[src/rtl/itof_sched_pkg.sv]
// Shared definitions for the int-to-float scheduler:
// converter latency, default requester count and tag struct.
package itof_sched_pkg;

    localparam int ITOF_LAT      = 4;
    localparam int ITOF_N_REQ    = 4;
    // Tag width sized for the largest supported requester count (8).
    localparam int ITOF_ID_MAX_W = 3;

    typedef struct packed {
        logic                     vld;
        logic [ITOF_ID_MAX_W-1:0] id;
    } itof_tag_t;

endpackage

[src/rtl/itof_sched_rr_arbiter.sv]
// Round-robin arbiter with one-hot grant and encoded grant id.
// Ports: clk, areset_n, req[N], advance -> grant[N], grant_id.
module rr_arbiter #(
    parameter int N    = 4,
    parameter int ID_W = $clog2(N)
) (
    input  logic            clk,
    input  logic            areset_n,
    input  logic [N-1:0]    req,
    input  logic            advance,
    output logic [N-1:0]    grant,
    output logic [ID_W-1:0] grant_id
);

    logic [ID_W-1:0] rr_ptr;
    logic            found;
    int              idx;

    // Search starts one past the last winner, wrapping at N.
    always_comb begin
        grant    = '0;
        grant_id = '0;
        found    = 1'b0;
        idx      = 0;
        for (int k = 1; k <= N; k++) begin
            idx = (int'(rr_ptr) + k) % N;
            if (!found && req[idx[ID_W-1:0]]) begin
                found                 = 1'b1;
                grant[idx[ID_W-1:0]]  = 1'b1;
                grant_id              = idx[ID_W-1:0];
            end
        end
    end

    // Reset to N-1 so requester 0 is searched first.
    always_ff @(posedge clk or negedge areset_n) begin
        if (!areset_n) begin
            rr_ptr <= ID_W'(N - 1);
        end else if (advance && found) begin
            rr_ptr <= grant_id;
        end
    end

endmodule

[src/rtl/itof_sched.sv]
// Shares one pipelined int-to-float converter among N_REQ requesters.
// Ports: req_valid/req_data/req_ready (requesters), res_valid/res_id/
// res_data (broadcast result), cvt_en/cvt_a/cvt_q (converter), busy.
module itof_sched
    import itof_sched_pkg::*;
#(
    parameter int N_REQ = ITOF_N_REQ,
    parameter int LAT   = ITOF_LAT,
    parameter int ID_W  = $clog2(N_REQ)
) (
    input  logic              clk,
    input  logic              areset_n,
    input  logic [N_REQ-1:0]    req_valid,
    input  logic [N_REQ*32-1:0] req_data,
    output logic [N_REQ-1:0]    req_ready,
    output logic              res_valid,
    output logic [ID_W-1:0]   res_id,
    output logic [31:0]       res_data,
    output logic              cvt_en,
    output logic [31:0]       cvt_a,
    input  logic [31:0]       cvt_q,
    output logic              busy
);

    logic [N_REQ-1:0] grant;
    logic [ID_W-1:0]  grant_id;
    logic             issue;
    logic             any_vld;
    itof_tag_t        tag [LAT];

    // No downstream stall exists, so every grant is an accept.
    rr_arbiter #(
        .N    (N_REQ),
        .ID_W (ID_W)
    ) u_arb (
        .clk      (clk),
        .areset_n (areset_n),
        .req      (req_valid),
        .advance  (1'b1),
        .grant    (grant),
        .grant_id (grant_id)
    );

    assign req_ready = grant;
    assign issue     = |grant;

    always_comb begin
        cvt_a = '0;
        for (int i = 0; i < N_REQ; i++) begin
            if (grant[i]) begin
                cvt_a = req_data[i*32 +: 32];
            end
        end
    end

    // Tag pipeline tracks the converter stages one for one.
    always_ff @(posedge clk or negedge areset_n) begin
        if (!areset_n) begin
            for (int k = 0; k < LAT; k++) begin
                tag[k] <= '0;
            end
        end else begin
            tag[0].vld <= issue;
            tag[0].id  <= ITOF_ID_MAX_W'(grant_id);
            for (int k = 1; k < LAT; k++) begin
                tag[k] <= tag[k-1];
            end
        end
    end

    always_comb begin
        any_vld = 1'b0;
        for (int k = 0; k < LAT; k++) begin
            any_vld = any_vld | tag[k].vld;
        end
    end

    // Holding enable while any stage is live keeps the converter
    // from zeroing an operation that is still in flight.
    assign cvt_en = issue || any_vld;

    always_ff @(posedge clk or negedge areset_n) begin
        if (!areset_n) begin
            res_valid <= 1'b0;
            res_id    <= '0;
            res_data  <= '0;
        end else if (tag[LAT-1].vld) begin
            res_valid <= 1'b1;
            res_id    <= tag[LAT-1].id[ID_W-1:0];
            res_data  <= cvt_q;
        end else begin
            res_valid <= 1'b0;
        end
    end

    assign busy = any_vld || res_valid;

endmodule

[config.mk]
export PLATFORM = sky130hd
export DESIGN_NAME = itof_sched
export DESIGN_NICKNAME = d
export VERILOG_FILES = /design/src/rtl/itof_sched_pkg.sv /design/src/rtl/itof_sched_rr_arbiter.sv /design/src/rtl/itof_sched.sv
export SDC_FILE = /design/constraint.sdc
export NUM_CORES = 1
export LEC_CHECK = 0
export ABC_AREA = 1
export ABC_CLOCK_PERIOD_IN_PS = 3400
export CORE_MARGIN = 2
export CORE_UTILIZATION = 37
export CTS_CLUSTER_SIZE = 12
export DETAILED_ROUTE_END_ITERATION = 12
export PLACE_DENSITY = 0.81
export SKIP_LAST_GASP = 1
export SYNTH_ARGS = -nofsm -noshare
export SYNTH_HDL_FRONTEND = slang
export SYNTH_HIERARCHICAL = 1
export SYNTH_SLANG_ARGS = --single-unit
[constraint.sdc]
create_clock -name clk -period 3.4 [get_ports clk]
set_input_delay 0.68 -clock clk [delete_from_list [all_inputs] [get_ports clk]]
set_output_delay 0.68 -clock clk [all_outputs]
set_load 0.05 [all_outputs]
==> results of run 1 <==
==> timing repair <==
action	4_1_cts	5_1_grt
pin swaps	19	21
endpoints found under the setup margin	33	33
gates resized for setup	43	35
cloned	4	6
buffers inserted	16	3
==> metrics by stage <==
step | instances | hold WS [ns]
6_report | 866 | 0.338
4_1_cts | 859 | 0.346
2_1_floorplan | 470 | 0.331
5_1_grt | 866 | 0.349
3_5_place_dp | 832 | 0.336
3_3_place_gp | 832 | 0.333
==> cells in the final DEF, fill, tap and decap left out, drive strengths merged <==
| master | instances |
|---|---|
| a21boi | 1 |
| a21oi | 32 |
| a22oi | 4 |
| and2 | 2 |
| buf | 80 |
| clkbuf | 10 |
| clkdlybuf4s50 | 196 |
| clkinvlp | 2 |
| conb | 1 |
| dfrtp | 47 |
| dfstp | 2 |
| dlygate4sd2 | 4 |
| ha | 8 |
| inv | 18 |
| mux2 | 34 |
| nand2 | 166 |
| nand3 | 49 |
| nand4 | 6 |
| nor2 | 70 |
| o21ai | 1 |
==> metal layers <==
metal  part of all wire, %  up-vias  track usage (%)
met5                     0        -                0
li1                      -     2042                -
met2                    51      224             45.3
met1                    38     2047             29.4
met4                   3.9        0             10.7
met3                   7.2       45             5.64
==> cell families (layout without fill, tap and decap cells) <==
kind of cell / after synthesis / count (layout) / share of synthesized area [%]
AO/OA/AOI/OAI: 38 / 38 / 5.77
adder cells (fa/ha/maj): 8 / 8 / 2.70
flip-flops: 49 / 49 / 33.1
buffers and inverters: 47 / 310 / 9.47
AND/OR/NAND/NOR: 293 / 293 / 35.5
multiplexers: 34 / 34 / 13.4
other: 1 / 1 / 0.101
==> state kept, by name, summed over array words and instances, names as in the netlist <==
register,count
res_data,32
tag,12
u_arb/rr_ptr,2
res_id,2
res_valid,1
==> Yosys cell counts <==
cell        n
buf_12      3
inv_8       1
a21oi_1    32
inv_1      12
buf_4       5
conb_1      1
nand2_4     4
ha_1        8
and2_1      2
o21ai_4     1
nand2_2     6
nand2_1   154
buf_2      10
nor2_2      1
a21boi_1    1
inv_2       2
mux2_4     30
nand3_1    44
clkbuf_1    1
nor2_4      1
mux2_2      4
dfrtp_1    47
buf_6      11
nor2_1     67
inv_4       2
a22oi_1     4
nand3_2     4
nor2_8      1
nand3_4     1
nand2_8     2
nand4_1     6
dfstp_2     2
==> layout make-up <==
type	count	area, um^2
clock buffer	5	68.8
timing repair buffer	285	3350
multi-input combinational	374	2450
fill	625	2390
tap	133	166
sequential	49	1230
inverter	17	93.8
clock inverter	3	26.3
==> worst reg2reg max path: cells and delay by family (launching register included) <==
kind / cells / cell delay (ns)
flops: 1 / 0.61
simple gates: 6 / 0.58
buf+inv: 4 / 0.50
fa+ha+maj: 1 / 0.30
compound gates: 1 / 0.18
==> path summary, 6_finish.rpt <==
check | startpoint | endpoint | slack, ns | depth (start not counted)
max | u_arb/rr_ptr[0] | cvt_en | -0.02 | 15
min | tag[9] | tag[5] | 0.34 | 0
max reg2reg | u_arb/rr_ptr[0] | tag[15] | 1.11 | 12
min reg2reg | tag[9] | tag[5] | 0.34 | 0
max in group asynchronous | areset_n | tag[3] | 2.15 | 1
min in group asynchronous | areset_n | res_data[20] | 0.54 | 1
==> flow_results.org, run 1 <==
** Job
- Number of maximum-capacitance constraint violations :: 0

** Synth
- In this run the mean area of a mapped cell was 7.90 um^2.
- In the synthesized netlist, the number of instances is 470.
- In this run, synthesis produced a sequential element count of 49.
- The synthesized design devotes to its leading area cell type 31.7% of total area.
- Count of cell types in the netlist :: 32
- Sequential-to-total area share from yosys stat :: 33.1%
- Cell type contributing the most total cell area after synthesis :: dfrtp_1
- Counting every net in the synthesized netlist gives 644.
- The Yosys step of the flow raised 6 warnings.
- Mapped Area :: 0.00371 mm^2
- Largest cells by area after synthesis :: dfrtp_1 (32%), nand2_1 (16%), mux2_4 (12%)

** Detailed routing
- In the final routed layout, each cell accounts on average for 17.2 um.
- The first detailed-routing pass took 5 iterations.
- After detailed routing, the number of remaining DRC violations is 0.
- Vias after detailed routing :: 4358
- Wires add up to 14900 um.
- After detailed routing, the number of vias per cell comes to 5.03.
- Remaining number of nets flagged by the antenna check after routing :: 0
- Iter 0 DRT Violations :: 187

** STA
- Setup repair after global routing could not meet its margin everywhere.
- Pins Over Slew Limit :: 0
- Actual transition at the worst max-transition pin :: 1.02 ns
- In the finished design, the share of the clock period the worst path needs comes to 101%.
- Final Setup Violations :: 1
- PnR worst setup slack :: -0.0187 ns
- Setup total negative slack on the finished layout was measured at -0.0187 ns.
- Post-route minimum period :: 3.42 ns
- The final count of hold timing violations came to 0.
- On the final layout, the worst clock skew is 0.0169 ns.
- Maximum frequency from static timing analysis :: 0.293 GHz
- Headroom to the max-slew limit :: 32.0%

** GRT
- For this run the aggregate overflow at the end of global routing stands at 0.
- Number of global-route vias before repair :: 4249
- Global routing used 25.5% of the available tracks.
- Largest net degree at the start of global routing :: 50
- Wire length of the first global-routing pass :: 22200 um
- Initial antenna violation count :: 0

** Setup path
- At the worst endpoint, the required time is 2.72 ns.
- The critical path contains buffers and inverters numbering 6 combined.
- Data arrival time of the critical path :: 2.74 ns
- Crit. End Element :: primary output
- The cell family contributing the most delay on the critical path is buffers and inverters.
- The signal on the critical path passes through inv_8 -> ha_4 -> nand3_4 -> nand2_8 -> nor2_4 -> buf_4 -> a22oi_2 -> nand3_4 -> buf_12 -> buf_12 -> nor2_4 -> nand3_2 -> inv_2 -> nand2_2 -> buf_8.
- Longest individual stage delay on the worst path :: 0.61 ns
- Crit path max fanout :: 8
- The worst setup path is of the reg2out kind.
- The worst setup path is launched from a register.
- The largest individual stage delay along the critical path comes from the cell dfstp_2.

** CTS
- Number of clock sinks :: 49
- CTS max path bufs :: 2
- TritonCTS clock tree :: done
- Clock latency on the worst-skew pair, taken at its later pin, is 0.31 ns.
- CTS built an H-tree with a depth of 2.
- CTS buffer count :: 5
- Post-CTS Hold Buffers :: 0
- Clock-pin slew was measured on the worst setup and hold paths at 0.11 ns.
- CTS placed an instance of clkbuf_8 at the clock tree root.

** Place
- Post-DP HPWL :: 10500 um
- Routability-driven placement congestion ratio :: 1.02
- At the placement stage, the worst setup path has a slack of -0.151 ns.
- The count of buffers added on input and output ports is 238.
- Post-DP Area :: 0.00667 mm^2

** Die
- Core Rows :: 36
- In this run the standard cell core region covers 0.00977 mm^2.
- Count of pins on the block boundary :: 239
- The die covers 0.0108 mm^2.
- The die is 104 um wide.
- For this configuration, the core starts out at a cell density of 38.0%.
- Vertical extent of the die :: 104 um

** Layout
- Final standard cell utilization of the core :: 75.6%
- Area Growth Syn to Fin :: 99.1%
- Number of inserted diodes :: 0
- Net total in the final layout :: 906
- Share of cells above drive strength 1 :: 32.2%
- Final non-filler cell area :: 0.00739 mm^2

** Hold path
- Min-Delay Path Class :: reg2reg

** Outcome
- Failing checks :: setup timing
- The run finished, with violations left.
Power of run 1 is left out: the tool's default activity adds up to more than one toggle a clock period on the data nets, which glitch-free logic cannot reach.
==> run 2: changes to the inputs <==
--- a/config.mk
+++ b/config.mk
@@ -12,6 +12,7 @@
 export CTS_CLUSTER_SIZE = 12
 export DETAILED_ROUTE_END_ITERATION = 12
 export PLACE_DENSITY = 0.81
+export RECOVER_POWER = 100
 export SKIP_LAST_GASP = 1
 export SYNTH_ARGS = -nofsm -noshare
 export SYNTH_HDL_FRONTEND = slang
==> run 2 against run 1 <==
Against the previous run: routed wire length decreased by 0.95%; flip-flop and latch count unchanged; highest routed layer unchanged; the flow finishes with violations (capacitance limit, slew limit, setup timing); critical path depth unchanged.
==> flow_results.org, run 2 (synthesized netlist as in run 1, its figures left out) <==
** GRT
- The number of global-route vias before repair came to 4249 (unchanged).
- The met1 usage came to 29.4% (unchanged).
- GR Util met3 :: 5.64% (unchanged)
- Global routing's busiest layer :: met2 (unchanged)
- The global-route congestion overflow total came to 0 (unchanged).
- The first-pass GRT wire length came to 22200 um (unchanged).
- Global routing usage on met2 :: 45.3% (unchanged)
- The pin count of the biggest net entering global routing is 50 (unchanged).
- The overall track demand over capacity in global routing was 25.5% (unchanged).
- Initial antenna violation count :: 0 (unchanged)

** Layout
- Most frequent cells in the layout: clkdlybuf4s50_1 (160), nand2_1 (115), nor2_1 (63) (was clkdlybuf4s50_1 (196), nand2_1 (115), nor2_1 (63)).
- The most common cell after layout, fill and taps aside was clkdlybuf4s50_1 (unchanged).
- The flip-flop count of the largest register after layout came to 32 (unchanged).
- Net total in the final layout :: 906 (unchanged)
- The filler-free cell count of the finished design came to 866 (unchanged).
- The layout-stage area growth over the synthesis result is 95.9% (was 99.1%).
- Number of inserted diodes :: 0 (unchanged)
- Share of cells above drive strength 1 :: 27.8% (was 32.2%)
- Leading registers by flop count :: res_data: 32 flops, tag: 12 flops (unchanged)
- Most flop-heavy register :: res_data (unchanged)

** Hold path
- The startpoint of the lowest-slack hold path was tag[9] (unchanged).
- Hold worst-path end :: tag[5] (unchanged)
- The cell count of the worst hold path came to 0 (unchanged).
- The kind of path behind the tightest hold check was reg2reg (unchanged).

** Setup path
- Endpoint required time on the critical path :: 2.72 ns (about the same)
- Reg-to-Reg End :: tag[15] (unchanged)
- The start of the worst register-to-register path is u_arb/rr_ptr[0] (unchanged).
- Crit path max fanout :: 8 (unchanged)
- Data arrival time of the critical path :: 2.73 ns (was 2.74 ns)
- Longest individual stage delay on the worst path :: 0.61 ns (about the same)
- Worst Reg2Reg Path Length in Cells :: 12 (unchanged)
- The category of the critical setup timing path was reg2out (unchanged).
- The cell at the slowest stage of the critical path is dfstp_2 (unchanged).
- The buffering stage count on the worst path with inverters included was 6 (unchanged).
- Crit. End Element :: primary output (unchanged)
- Startpoint kind of the worst setup timing path :: register (unchanged)
- Worst path cell trace: inv_8 -> ha_4 -> nand3_4 -> nand2_8 -> nor2_4 -> buf_4 -> a22oi_2 -> nand3_4 -> buf_12 -> buf_12 -> nor2_4 -> nand3_2 -> inv_2 -> nand2_2 -> buf_8 (unchanged).
- Reg2reg setup slack :: 1.12 ns (was 1.11 ns)
- The family with the most delay on the worst path was buffers and inverters (unchanged).

** CTS
- The clock sink count was 49 (unchanged).
- Clock slew at the register clock pins of the worst setup and hold paths :: 0.11 ns (about the same)
- The deepest level of the CTS H-tree was 2 (unchanged).
- The largest buffer count on any clock path came to 2 (unchanged).
- Cell chosen for the clock root :: clkbuf_8 (unchanged)
- The clock buffer count from CTS is 5 (unchanged).
- TritonCTS clock tree :: done (unchanged)
- The worst-skew pair later-pin latency came to 0.31 ns (about the same).

** STA
- The worst hold slack across all endpoints came to 0.337 ns (was 0.338 ns).
- The final worst-path setup slack came to -0.0126 ns (was -0.0187 ns).
- The count of final max-slew check failures is 86 (was 0).
- The count of endpoints failing setup in the final report was 1 (unchanged).
- The final worst-path cycle share is 100% (was 101%).
- Headroom to the max-slew limit :: -63.1% (was 32.0%)
- Maximum frequency from static timing analysis :: 0.293 GHz (about the same)
- The slew at the pin closest to its max-slew limit was 2.45 ns (was 1.02 ns).
- Fin. Hold Viols :: 0 (unchanged)
- Setup repair after global routing missed its margin: true (unchanged).
- The worst-case clock skew is 0.0176 ns (was 0.0169 ns).
- Post-route minimum period :: 3.41 ns (was 3.42 ns)

** Place
- The number of buffer cells added on primary ports was 238 (unchanged).
- The number of placed cells counting well taps came to 832 (unchanged).
- Post-place setup slack :: -0.151 ns (unchanged)
- The final estimated routing congestion in global placement came to 1.02 (unchanged).
- Post-DP HPWL :: 10500 um (unchanged)

** Die
- Die W :: 104 um (unchanged)
- Core Rows :: 36 (unchanged)
- Vertical extent of the die :: 104 um (unchanged)
- The area of the die came to 0.0108 mm^2 (unchanged).
- Starting density of the core :: 38.0% (unchanged)
- The count of pins on the block boundary was 239 (unchanged).
- The core footprint came to 0.00977 mm^2 (unchanged).

** Job
- The number of maximum-capacitance violations came to 2 (was 0).

** Detailed routing
- Remaining number of nets flagged by the antenna check after routing :: 0 (unchanged)
- Residual DRC count :: 0 (unchanged)
- The average routed wire per standard cell was 17.0 um (was 17.2 um).
- The via count was 4345 (was 4358).
- The mean number of vias per cell came to 5.02 (was 5.03).
- Drt total wl :: 14700 um (was 14900 um)
- Iter 0 DRT Violations :: 225 (was 187)
- Detailed Routing Iterations Pass 1 :: 5 (unchanged)

** Outcome
- Result of the run: finished, violations left (unchanged).
- Failing checks: capacitance limit, slew limit, setup timing (was setup timing).
==> run 2: cell count changes in the layout (fill, tap and decap cells not counted) <==
| cell | previous run | this run |
|---|---|---|
| mux2_1 | 0 | 30 |
| buf_4 | 22 | 20 |
| clkdlybuf4s50_1 | 196 | 160 |
| clkbuf_1 | 0 | 2 |
| mux2_4 | 30 | 0 |
| dlygate4sd3_1 | 0 | 36 |
| buf_2 | 1 | 0 |
| clkbuf_2 | 0 | 1 |
==> run 2: how the worst max path moves through the flow <==
stage | from | to | slack (ns) | cells after the start
3_5_place_dp | req_valid[0] | cvt_a[20] | -0.15 | 14
4_1_cts | u_arb/rr_ptr[0] | cvt_a[15] | -0.02 | 15
3_3_place_gp | req_valid[0] | cvt_a[5] | -0.04 | 14
6_report | u_arb/rr_ptr[0] | cvt_en | -0.01 | 15
5_1_grt | u_arb/rr_ptr[0] | cvt_en | -0.14 | 15
2_1_floorplan | u_arb/rr_ptr[0] | cvt_a[10] | 0.03 | 16
==> run 2: timing repair <==
action | in CTS | in global routing
resized for setup | 43 | 35
setup endpoints to repair | 33 | 33
cloned | 4 | 6
buffers inserted | 16 | 3
hold buffers | 0 | 0
pin swaps | 19 | 21
==> run 2: layout make-up <==
type,count,area [um^2]
repair buffers,285,3340
inverters,17,93.8
well taps,133,166
flip-flops and latches,49,1230
multi-input cells,374,2340
clock inverters,3,26.3
clock buffers,5,68.8
fillers,676,2510
==> run 2: routing by layer <==
layer  vias up  share of wire [%]
li1       2045                  -
met1      2025                 37
met2       237                 52
met3        38                7.7
met4         0                3.8
met5         -                  0
==> run 2: worst register-to-register path: cells and delay by family, from the launching register on <==
| kind | cells | cell delay (ns) |
|---|---|---|
| flops | 1 | 0.61 |
| compound gates | 1 | 0.18 |
| fa+ha+maj | 1 | 0.30 |
| buf+inv | 4 | 0.50 |
| simple gates | 6 | 0.58 |
==> run 2: metrics by stage <==
| stage | utilization (%) | TNS (ns) | area, um^2 |
|---|---|---|---|
| 2_1_floorplan | - | 0 | 3830 |
| 3_3_place_gp | 68.2 | -0.441 | 6670 |
| 3_5_place_dp | 68.2 | -3.60 | 6670 |
| 4_1_cts | 73.1 | -0.0855 | 7140 |
| 5_1_grt | 74.4 | -2.34 | 7270 |
| 6_report | 74.4 | -0.0126 | 7270 |
Power of run 2 is left out for the same reason.
